$ cat src/rtl/temporizador_pkg.sv
// temporizador_pkg: shared tile constants, timer state enum and BCD decrement for the countdown overlay.
package temporizador_pkg;
  localparam int TILE_LOG2 = 4;
  localparam logic [3:0] BLANK_GLYPH = 4'd10;
  typedef enum logic [1:0] {IDLE, RUN, DONE} tstate_e;
  // Borrow ripples up from the least significant digit; a 0 digit wraps to 9.
  function automatic logic [15:0] bcd_dec(input logic [15:0] v);
    logic [15:0] r;
    logic b;
    r = v;
    b = 1'b1;
    for (int i = 0; i < 4; i++) begin
      if (b) begin
        r[i*4+:4] = v[i*4+:4] == 4'd0 ? 4'd9 : v[i*4+:4] - 4'd1;
        b = v[i*4+:4] == 4'd0;
      end
    end
    return r;
  endfunction
endpackage

$ cat src/rtl/temporizador_overlay_if.sv
// temporizador_overlay_if: scan position, tick/start/gate requests and per-channel timer outputs.
interface temporizador_overlay_if #(parameter int N_CH = 2);
  logic [9:0] PosH;
  logic [9:0] PosV;
  logic SecTick;
  logic [N_CH-1:0] Start;
  logic [N_CH-1:0] Gate;
  logic [N_CH-1:0] EnaTimer;
  logic [N_CH-1:0] Zero;
  logic [N_CH-1:0] Expired;
  modport master(output PosH, PosV, SecTick, Start, Gate, input EnaTimer, Zero, Expired);
  modport slave(input PosH, PosV, SecTick, Start, Gate, output EnaTimer, Zero, Expired);
endinterface

$ cat src/rtl/font_rom_num16x16_sync.sv
// font_rom_num16x16_sync: 256x16 digit font, address {glyph, row}, one-cycle registered read.
module font_rom_num16x16_sync (
  input  logic        clk,
  input  logic [7:0]  addr_i,
  output logic [15:0] data_o
);
  // Seven-segment glyphs {a,b,c,d,e,f,g}; codes 10..15 are blank.
  localparam logic [6:0] SEG [16] = '{7'h7E, 7'h30, 7'h6D, 7'h79, 7'h33, 7'h5B, 7'h5F, 7'h70,
                                      7'h7F, 7'h7B, 7'h00, 7'h00, 7'h00, 7'h00, 7'h00, 7'h00};
  localparam logic [15:0] BAR = 16'h3FFC;
  localparam logic [15:0] LFT = 16'h3000;
  localparam logic [15:0] RGT = 16'h000C;
  logic [6:0] seg;
  logic [3:0] r;
  logic [15:0] row_d;
  always_comb begin
    seg = SEG[addr_i[7:4]];
    r = addr_i[3:0];
    row_d = (r == 4'd1 || r == 4'd2) ? (seg[6] ? BAR : '0)
          : (r >= 4'd3 && r <= 4'd6) ? ((seg[1] ? LFT : '0) | (seg[5] ? RGT : '0))
          : (r == 4'd7 || r == 4'd8) ? (seg[0] ? BAR : '0)
          : (r >= 4'd9 && r <= 4'd12) ? ((seg[2] ? LFT : '0) | (seg[4] ? RGT : '0))
          : (r == 4'd13 || r == 4'd14) ? (seg[3] ? BAR : '0) : '0;
  end
  always_ff @(posedge clk) data_o <= row_d;
endmodule

$ cat src/rtl/temporizador_overlay.sv
// temporizador_overlay: N_CH BCD countdown timers drawn as 16x16 digits on the VGA overlay.
// TEMPORIZADOR_BLANK_LEADING_EN blanks leading zero digits (least significant digit always drawn).
module temporizador_overlay
  import temporizador_pkg::*;
#(
  parameter int N_CH = 2,
  parameter int DIGITS = 2,
  parameter logic [DIGITS*4-1:0] LOAD_BCD = 8'h15,
  parameter int ROW_TILE = 28,
  parameter int COL_BASE = 5,
  parameter int COL_STEP = 19
) (
  input logic Clk,
  input logic Reset,
  temporizador_overlay_if.slave bus
);
  localparam int W = DIGITS * 4;
  logic [N_CH-1:0][W-1:0] cnt;
  logic [N_CH-1:0] zero_v, exp_v;
  for (genvar c = 0; c < N_CH; c++) begin : g_ch
    tstate_e state_q, state_d;
    logic [W-1:0] cnt_q, cnt_d;
    logic zero_q, exp_q, exp_d;
    always_ff @(posedge Clk) begin
      if (Reset) begin
        state_q <= IDLE;
        cnt_q <= '0;
        zero_q <= 1'b1;
        exp_q <= 1'b0;
      end else begin
        state_q <= state_d;
        cnt_q <= cnt_d;
        zero_q <= cnt_d == '0;
        exp_q <= exp_d;
      end
    end
    always_comb begin
      state_d = state_q;
      cnt_d = cnt_q;
      exp_d = 1'b0;
      if (bus.Start[c]) begin
        cnt_d = LOAD_BCD;
        state_d = LOAD_BCD == '0 ? DONE : RUN;
      end else if (state_q == RUN && bus.SecTick) begin
        cnt_d = W'(bcd_dec(16'(cnt_q)));
        exp_d = cnt_d == '0;
        state_d = exp_d ? DONE : RUN;
      end
    end
    assign cnt[c] = cnt_q;
    assign zero_v[c] = zero_q;
    assign exp_v[c] = exp_q;
  end
  assign bus.Zero = zero_v;
  assign bus.Expired = exp_v;
  logic [5:0] tcol, trow;
  logic [3:0] g, glyph;
  logic [N_CH-1:0] hit_d, hit1_q, hit2_q, gate1_q, gate2_q, ena_q;
  logic [7:0] addr_q;
  logic [3:0] col1_q, col2_q;
  logic [15:0] row_data;
`ifdef TEMPORIZADOR_BLANK_LEADING_EN
  logic lead;
`endif
  assign tcol = bus.PosH[9:TILE_LOG2];
  assign trow = bus.PosV[9:TILE_LOG2];
  // Glyphs of overlapping tiles are OR-ed; only a misconfiguration can overlap.
  always_comb begin
    hit_d = '0;
    glyph = '0;
    g = '0;
`ifdef TEMPORIZADOR_BLANK_LEADING_EN
    lead = 1'b1;
`endif
    for (int c = 0; c < N_CH; c++) begin
`ifdef TEMPORIZADOR_BLANK_LEADING_EN
      lead = 1'b1;
`endif
      for (int d = 0; d < DIGITS; d++) begin
        g = cnt[c][(DIGITS-1-d)*4+:4];
`ifdef TEMPORIZADOR_BLANK_LEADING_EN
        lead = lead && g == 4'd0 && d != DIGITS - 1;
        g = lead ? BLANK_GLYPH : g;
`endif
        if (int'(trow) == ROW_TILE && int'(tcol) == COL_BASE + c * COL_STEP + d) begin
          hit_d[c] = 1'b1;
          glyph = glyph | g;
        end
      end
    end
  end
  always_ff @(posedge Clk) begin
    if (Reset) begin
      addr_q <= '0;
      hit1_q <= '0;
      gate1_q <= '0;
      col1_q <= '0;
      hit2_q <= '0;
      gate2_q <= '0;
      col2_q <= '0;
      ena_q <= '0;
    end else begin
      addr_q <= {glyph, bus.PosV[3:0]};
      hit1_q <= hit_d;
      gate1_q <= bus.Gate;
      col1_q <= bus.PosH[3:0];
      hit2_q <= hit1_q;
      gate2_q <= gate1_q;
      col2_q <= col1_q;
      ena_q <= hit2_q & gate2_q & {N_CH{row_data[4'd15 - col2_q]}};
    end
  end
  font_rom_num16x16_sync u_rom (.clk(Clk), .addr_i(addr_q), .data_o(row_data));
  assign bus.EnaTimer = ena_q;
endmodule

$ cat src/flat_wrapper.sv
// flat-port wrapper written by rule: the top's interface ports become plain ports
module temporizador_overlay_flat import temporizador_pkg::*;
#(
  parameter int N_CH = 2,
  parameter int DIGITS = 2,
  parameter logic [DIGITS*4-1:0] LOAD_BCD = 8'h15,
  parameter int ROW_TILE = 28,
  parameter int COL_BASE = 5,
  parameter int COL_STEP = 19
)
  (Clk, Reset, bus_PosH, bus_PosV, bus_SecTick, bus_Start, bus_Gate, bus_EnaTimer, bus_Zero, bus_Expired);
  temporizador_overlay_if #(.N_CH(N_CH)) bus_i ();
  input logic Clk;
  input logic Reset;
  input wire logic [$bits(bus_i.PosH)-1:0] bus_PosH;
  input wire logic [$bits(bus_i.PosV)-1:0] bus_PosV;
  input wire logic [$bits(bus_i.SecTick)-1:0] bus_SecTick;
  input wire logic [$bits(bus_i.Start)-1:0] bus_Start;
  input wire logic [$bits(bus_i.Gate)-1:0] bus_Gate;
  output wire logic [$bits(bus_i.EnaTimer)-1:0] bus_EnaTimer;
  output wire logic [$bits(bus_i.Zero)-1:0] bus_Zero;
  output wire logic [$bits(bus_i.Expired)-1:0] bus_Expired;
  assign bus_i.PosH = bus_PosH;
  assign bus_i.PosV = bus_PosV;
  assign bus_i.SecTick = bus_SecTick;
  assign bus_i.Start = bus_Start;
  assign bus_i.Gate = bus_Gate;
  assign bus_EnaTimer = bus_i.EnaTimer;
  assign bus_Zero = bus_i.Zero;
  assign bus_Expired = bus_i.Expired;
  temporizador_overlay #(.N_CH(N_CH), .DIGITS(DIGITS), .LOAD_BCD(LOAD_BCD), .ROW_TILE(ROW_TILE), .COL_BASE(COL_BASE), .COL_STEP(COL_STEP)) u_core (.Clk(Clk), .Reset(Reset), .bus(bus_i));
endmodule
$ cat config.mk
export PLATFORM = sky130hd
export DESIGN_NAME = temporizador_overlay_flat
export DESIGN_NICKNAME = d
export VERILOG_FILES = /design/src/rtl/temporizador_pkg.sv /design/src/rtl/temporizador_overlay_if.sv /design/src/rtl/font_rom_num16x16_sync.sv /design/src/rtl/temporizador_overlay.sv /design/src/flat_wrapper.sv
export SDC_FILE = /design/constraint.sdc
export NUM_CORES = 1
export LEC_CHECK = 0
export CAP_MARGIN = 20
export CORE_ASPECT_RATIO = 0.75
export CORE_MARGIN = 1
export CORE_UTILIZATION = 30
export DETAILED_ROUTE_END_ITERATION = 10
export GPL_ROUTABILITY_DRIVEN = 0
export SYNTH_ARGS = -nofsm -noshare
export SYNTH_HDL_FRONTEND = slang
export SYNTH_SLANG_ARGS = --single-unit
$ cat constraint.sdc
create_clock -name Clk -period 2.7 [get_ports Clk]
set_clock_uncertainty 0.15 [all_clocks]
set_input_delay 0.54 -clock Clk [delete_from_list [all_inputs] [get_ports Clk]]
set_output_delay 0.54 -clock Clk [all_outputs]
set_load 0.05 [all_outputs]
## Word level (Yosys, flattened, before mapping)

Memory sizes are Yosys's and may differ from the RTL's.
Cells that the tools add are included.

| word-level totals | value |
|---|---|
| bits in registers | 64 |
| bits in read-only memories | 112 |
| input port bits | 27 |
| memories | 1 |

| operators by class | value |
|---|---|
| add/sub/neg operators | 5 |
| $lt $le $gt $ge | 6 |
| eq/ne operators | 13 |
| muxes and demuxes | 52 |
| bitwise operators | 10 |
| reduce and logical (&&, ||, !) cells | 25 |

Memory list:

| name | words | bits a word | rd ports | clocked after memory_dff | wr ports | line | text |
|---|---|---|---|---|---|---|---|
| (name not given) | 16 | 7 | 1 | 0 | 0 | font_rom_num16x16_sync.sv:17 | `seg = SEG[addr_i[7:4]];` |

Operators with widths:

| kind | number |
|---|---|
| 14-bit two-way mux | 10 |
| 4-bit two-way mux | 20 |
| 8-bit logical NOT | 4 |
| 8-bit two-way mux | 4 |
| 14-bit by 4-bit OR with 14-bit output | 2 |
| 6-bit equality test, second input constant | 3 |
| 4-bit logical NOT | 4 |
| 4-bit by 1-bit subtractor with 4-bit output, second input constant | 4 |
| 7-bit two-way mux | 2 |
| 1-bit two-way mux | 13 |
| 4-bit equality test, second input constant | 3 |
| 6-bit by 4-bit equality test with 1-bit output, second input constant | 2 |
| 4-bit OR | 3 |
| 1-bit logical AND | 8 |
| 3-bit OR reduction | 2 |
| 5-bit >= comparator, second input constant | 1 |
| 4-bit by 5-bit < comparator with 1-bit output, second input constant | 1 |
| 4-bit inverter with 5-bit output | 1 |
| 2-bit bitwise AND | 2 |
| 1-bit binary-select mux with 4-bit select | 1 |
| 2-bit by 1-bit equality test with 1-bit output, second input constant | 2 |
| 4-bit by 1-bit equality test with 1-bit output, second input constant | 1 |
| 4-bit by 2-bit equality test with 1-bit output, second input constant | 1 |
| 4-bit by 3-bit equality test with 1-bit output, second input constant | 1 |
| other kinds (10) | 16 |

## Logic depth before layout (Yosys ltp)

| logic depth | value |
|---|---|
| depth after elaboration | 11 |
| gate-level depth with buffers | 7 |

## By module

From an unflattened synthesis, not the netlist that was laid out.

| unflattened totals | value |
|---|---|
| cells, all modules | 310 |
| area, all modules | 2748.9 um2 |

Modules (own cells, without submodules):

| module | times used | cells each | area an instance (um2) | sequential area each (um2) |
|---|---|---|---|---|
| temporizador_overlay | 1 | 226 | 2128.3 | 1001.0 |
| font_rom_num16x16_sync | 1 | 84 | 620.6 | 60.1 |

## Least setup slack after synthesis

OpenSTA, ideal clock, no wires.

| timing path | value |
|---|---|
| path type | input to register |
| from | input port bus_PosV[5] |
| to | register u_core.addr_q[5] |
| library setup time | 0.070 ns |
| arrival time | 1.818 ns |
| required time | 2.480 ns |
| slack | 0.662 ns |
| stages | 5 |
| path buffers | 0 |
| path through | or3b_1 -> nor3_1 -> or3b_1 -> nor2_1 -> o2bb2ai_1 |

| on the way | value |
|---|---|
| cells in the longest elaborated chain, start to end | 9 |
| elaborated cells on any way between the ends | 12 |

RTL lines:

| item | line | text |
|---|---|---|
| from (decl) | flat_wrapper.sv:16 | `input wire logic [$bits(bus_i.PosV)-1:0] bus_PosV;` |
| 6-bit equality test (*) | temporizador_overlay.sv:85 | `if (int'(trow) == ROW_TILE && int'(tcol) == COL_BASE + c * COL_STEP + d) begin` |
| 1-bit logical AND | temporizador_overlay.sv:85 |  |
| 4-bit two-way mux | temporizador_overlay.sv:85 |  |
| 4-bit OR | temporizador_overlay.sv:87 | `glyph = glyph \| g;` |
| 4-bit two-way mux | temporizador_overlay.sv:85 |  |
| 4-bit OR | temporizador_overlay.sv:87 |  |
| 4-bit two-way mux | temporizador_overlay.sv:85 |  |
| 4-bit OR | temporizador_overlay.sv:87 |  |
| 4-bit two-way mux (*) | temporizador_overlay.sv:85 |  |
| to (signal assigned) | temporizador_overlay.sv:103 | `addr_q <= {glyph, bus.PosV[3:0]};` |
| to (decl) | temporizador_overlay.sv:59 | `logic [7:0] addr_q;` |

Every way passes the cells marked *; elsewhere a longest branch is shown, timed or not.
A chain may end at the register's enable or synchronous reset.

## Final worst setup path

| timing path | value |
|---|---|
| from | input port bus_SecTick |
| to | register u_core.g_ch[0].cnt_q[5] |

| on the way | value |
|---|---|
| cells in the longest elaborated chain, start to end | 3 |

RTL lines:

| item | line | text |
|---|---|---|
| from (decl) | flat_wrapper.sv:17 | `input wire logic [$bits(bus_i.SecTick)-1:0] bus_SecTick;` |
| 1-bit logical AND | temporizador_overlay.sv:44 | `end else if (state_q == RUN && bus.SecTick) begin` |
| 8-bit two-way mux | temporizador_overlay.sv:44 |  |
| 8-bit two-way mux | temporizador_overlay.sv:41 | `if (bus.Start[c]) begin` |
| to (signal assigned) | temporizador_overlay.sv:32 | `cnt_q <= cnt_d;` |
| to (decl) | temporizador_overlay.sv:22 | `logic [W-1:0] cnt_q, cnt_d;` |

Every way passes these cells.

==> results.ini <==
[critical_path]
cp_slowest_stage_delay_ns = 0.57
crit_top_cell = or4_1
end_kind = flip-flop
cp_cell_sequence = clkdlybuf4s50_1 > nand3b_4 > or4_1 > or4_1 > a21oi_1
worstPathMaxFanout = 5
crit_required_ns = 2.80
crit_buf_inv = 1
crit_type = in -> reg
slowest_stage = clkdlybuf4s50_1
crit_family = simple AND/OR/NAND/NOR gates
critPathLaunchType = primary input
cp.arrival_ns = 2.39

[layout]
fin_area_mm2 = 0.00278
areaGrowthSynthToFinish_pct = 22.2
regArea_mm2 = 0.00102
fin_cells = 390
fin_util_pct = 37.9
multi_input_area_mm2 = 0.00113
nFillCells = 744
drive_gt1_share_pct = 7.96
num-nets-final = 321
antennaDiodeCount = 0

[die]
fp.dieW_um = 103
ioPinCount = 33
start_util_pct = 31.0
rows = 27
dieHeight_um = 77.4
coreArea_mm2 = 0.00733
dieArea_mm2 = 0.00793

[power]
total_leakage_power_nw = 1.03
seqPwrFrac_pct = 56.5
swShare_pct = 25.0
p_per_area_mw_per_mm2 = 515
ir_drop_mv = 0.247
power_mw = 1.43
cellInternalPower_mw = 1.07
combPwrFrac_pct = 10.7
power.switching_uw = 357
clkPwrFrac_pct = 32.8

[cts]
clock_latency_ns = 0.31
cts.sinks = 51
cts_setup_buffers = 0
cts_tree = built
htree_levels = 2
clk_path_buf_depth = 2
clk_pin_slew_ns = 0.09
numCtsBuffers = 5
cts_root_buf = clkbuf_8
cts-resized-gates = 0
hold_buffers = 0

[routing]
drc = 0
drtPass1Iterations = 4
wl_per_cell_um = 11.3
routed_wl_um = 4400
vias = 1811
vias_per_cell = 4.64
first_iter_violations = 107
ant_nets = 0

[timing]
timing.final.crit_share_pct = 85.0
rsz0062_at_grt = false
maxSlewViolCount = 0
finalSetupViolCount = 0
tightest_slew_ns = 0.503
fin_crit_ns = 2.29
holdWs_ns = 0.284
slew_headroom_pct = 66.4
fmax_mhz = 436
hold_viol_final = 0
fin_ws_ns = 0.405
setup_tns_ns = 0

[place]
dpl_cell_area_mm2 = 0.00268
dpl_worst_slack_ns = 0.0688
port_buffers = 31
placed_cells = 382
hpwl_um = 3330

[synthesis]
synth_area_mm2 = 0.00227
synthesis.nets = 292
avgSynthCellArea_um2 = 8.78
async_flop_share_pct = 0
yosysTopAreaCell = dfxtp_1
synth_top_cell_area_share_pct = 44.9
synth_cell_types = 45
yosysSeqAreaShare_pct = 44.9
yosys_warnings = 0
ys_ff_latch = 51
yosys_most_used_dff = dfxtp_1
synth-edff-count = 0
synthCells = 259
synthTopCellsByArea = dfxtp_1, nor2b_1, nor2_1, a21oi_1, ha_1

[global_routing]
first_global_vias = 1649
overflow = 0
grt_pass1_wl_um = 7320
antenna_found_initial = 0
track_usage_pct = 11.9
grt_max_degree = 30

[worst_hold_path]
min_path_type = reg -> reg

[flow_run]
drv_cap = 0

[run_status]
outcome = finished clean

registers in the layout, indices dropped and copies added, names as in the netlist, 3 cells and up:
name                 cells
u_core.g_ch.cnt_q       16
u_core.addr_q            8
u_core.g_ch.state_q      4
u_core.col1_q            3
u_core.col2_q            3
u_core.u_rom.data_o      3
power groups by stage:
| stage | clock network, mW | registers (mW) | logic [mW] |
|---|---|---|---|
| 3_3_place_gp | 0 | 0.825 | 0.151 |
| 6_report | 0.469 | 0.808 | 0.153 |
| 2_1_floorplan | 0 | 0.814 | 0.0988 |
| 4_1_cts | 0.491 | 0.808 | 0.154 |
| 5_1_grt | 0.519 | 0.813 | 0.168 |
| 3_5_place_dp | 0 | 0.826 | 0.153 |
cell families after synthesis:
family	Yosys count	synth area share (%)
buffers and inverters	27	5.17
AND/OR/NAND/NOR	111	27.0
flip-flops	51	44.9
multiplexers	7	3.14
AO/OA/AOI/OAI	49	13.4
adder cells (fa/ha/maj)	6	3.30
XOR/XNOR	8	3.08
cell type report:
type,count,area share (%)
clock buffer,6,2.97
clock inverter,2,0.586
inverter,13,1.76
multi-input combinational,181,40.9
sequential,51,36.8
tap,101,4.55
timing repair buffer,36,12.5
per-layer routing:
layer / global-route usage [%] / vias to the layer above / wire (um)
met3: 3.24 / 6 / 155
li1: - / 947 / -
met5: 0 / - / 0
met2: 17.7 / 26 / 1880
met4: 4.29 / 0 / 56
met1: 16.4 / 832 / 2310
placed cells by master, fill, tap and decap left out, types with 2 or more instances in the layout:
cell type        instances
a21oi_1                 20
a22oi_1                  3
a31oi_1                  6
and3_1                   2
buf_4                    5
clkbuf_8                 6
clkdlybuf4s50_1         31
dfxtp_1                 51
ha_1                     6
inv_1                   13
mux2i_1                  6
nand2_1                 15
nand2b_1                 3
nand3_1                  4
nand3b_1                 2
nand4_1                  3
nor2_1                  32
nor2b_1                 23
nor3_1                   6
nor4_1                   2
nor4b_1                  2
o21ai_0                  6
o22ai_1                  3
o32ai_1                  2
or2_2                    4
or3b_1                   2
or3b_2                   2
or4_1                    4
xnor2_1                  5
xor2_1                   3
worst paths after layout:
check                           depth (start not counted)                    start                 endpoint  slack [ns]
worst max-delay path                                    5              bus_SecTick  u_core.g_ch[0].cnt_q[5]        0.41
worst min-delay path                                    1        u_core.gate1_q[1]        u_core.gate2_q[1]        0.28
worst max register to register                          4  u_core.g_ch[0].cnt_q[2]  u_core.g_ch[0].cnt_q[5]        0.77
worst min register to register                          1        u_core.gate1_q[1]        u_core.gate2_q[1]        0.28
synth_stat cells (all sizes together), types with 2 or more instances:
cell	n
a21oi	20
a22oi	3
a31oi	6
and3	2
buf	5
clkbuf	9
dfxtp	51
ha	6
inv	13
mux2i	6
nand2	15
nand2b	3
nand3	4
nand3b	3
nand4	3
nor2	32
nor2b	23
nor3	6
nor4	2
nor4b	2
o21ai	6
o22ai	3
o32ai	2
or2	5
or3b	4
or4	4
xnor2	5
xor2	3
worst register-to-register path, stage by stage, from the launching register on:
cell and delay, ns:
dfxtp_1 0.37, or2_1 0.25, or4_1 0.48, or4_1 0.49
a21oi_1 0.13
Power figures use the tool's default switching activity.
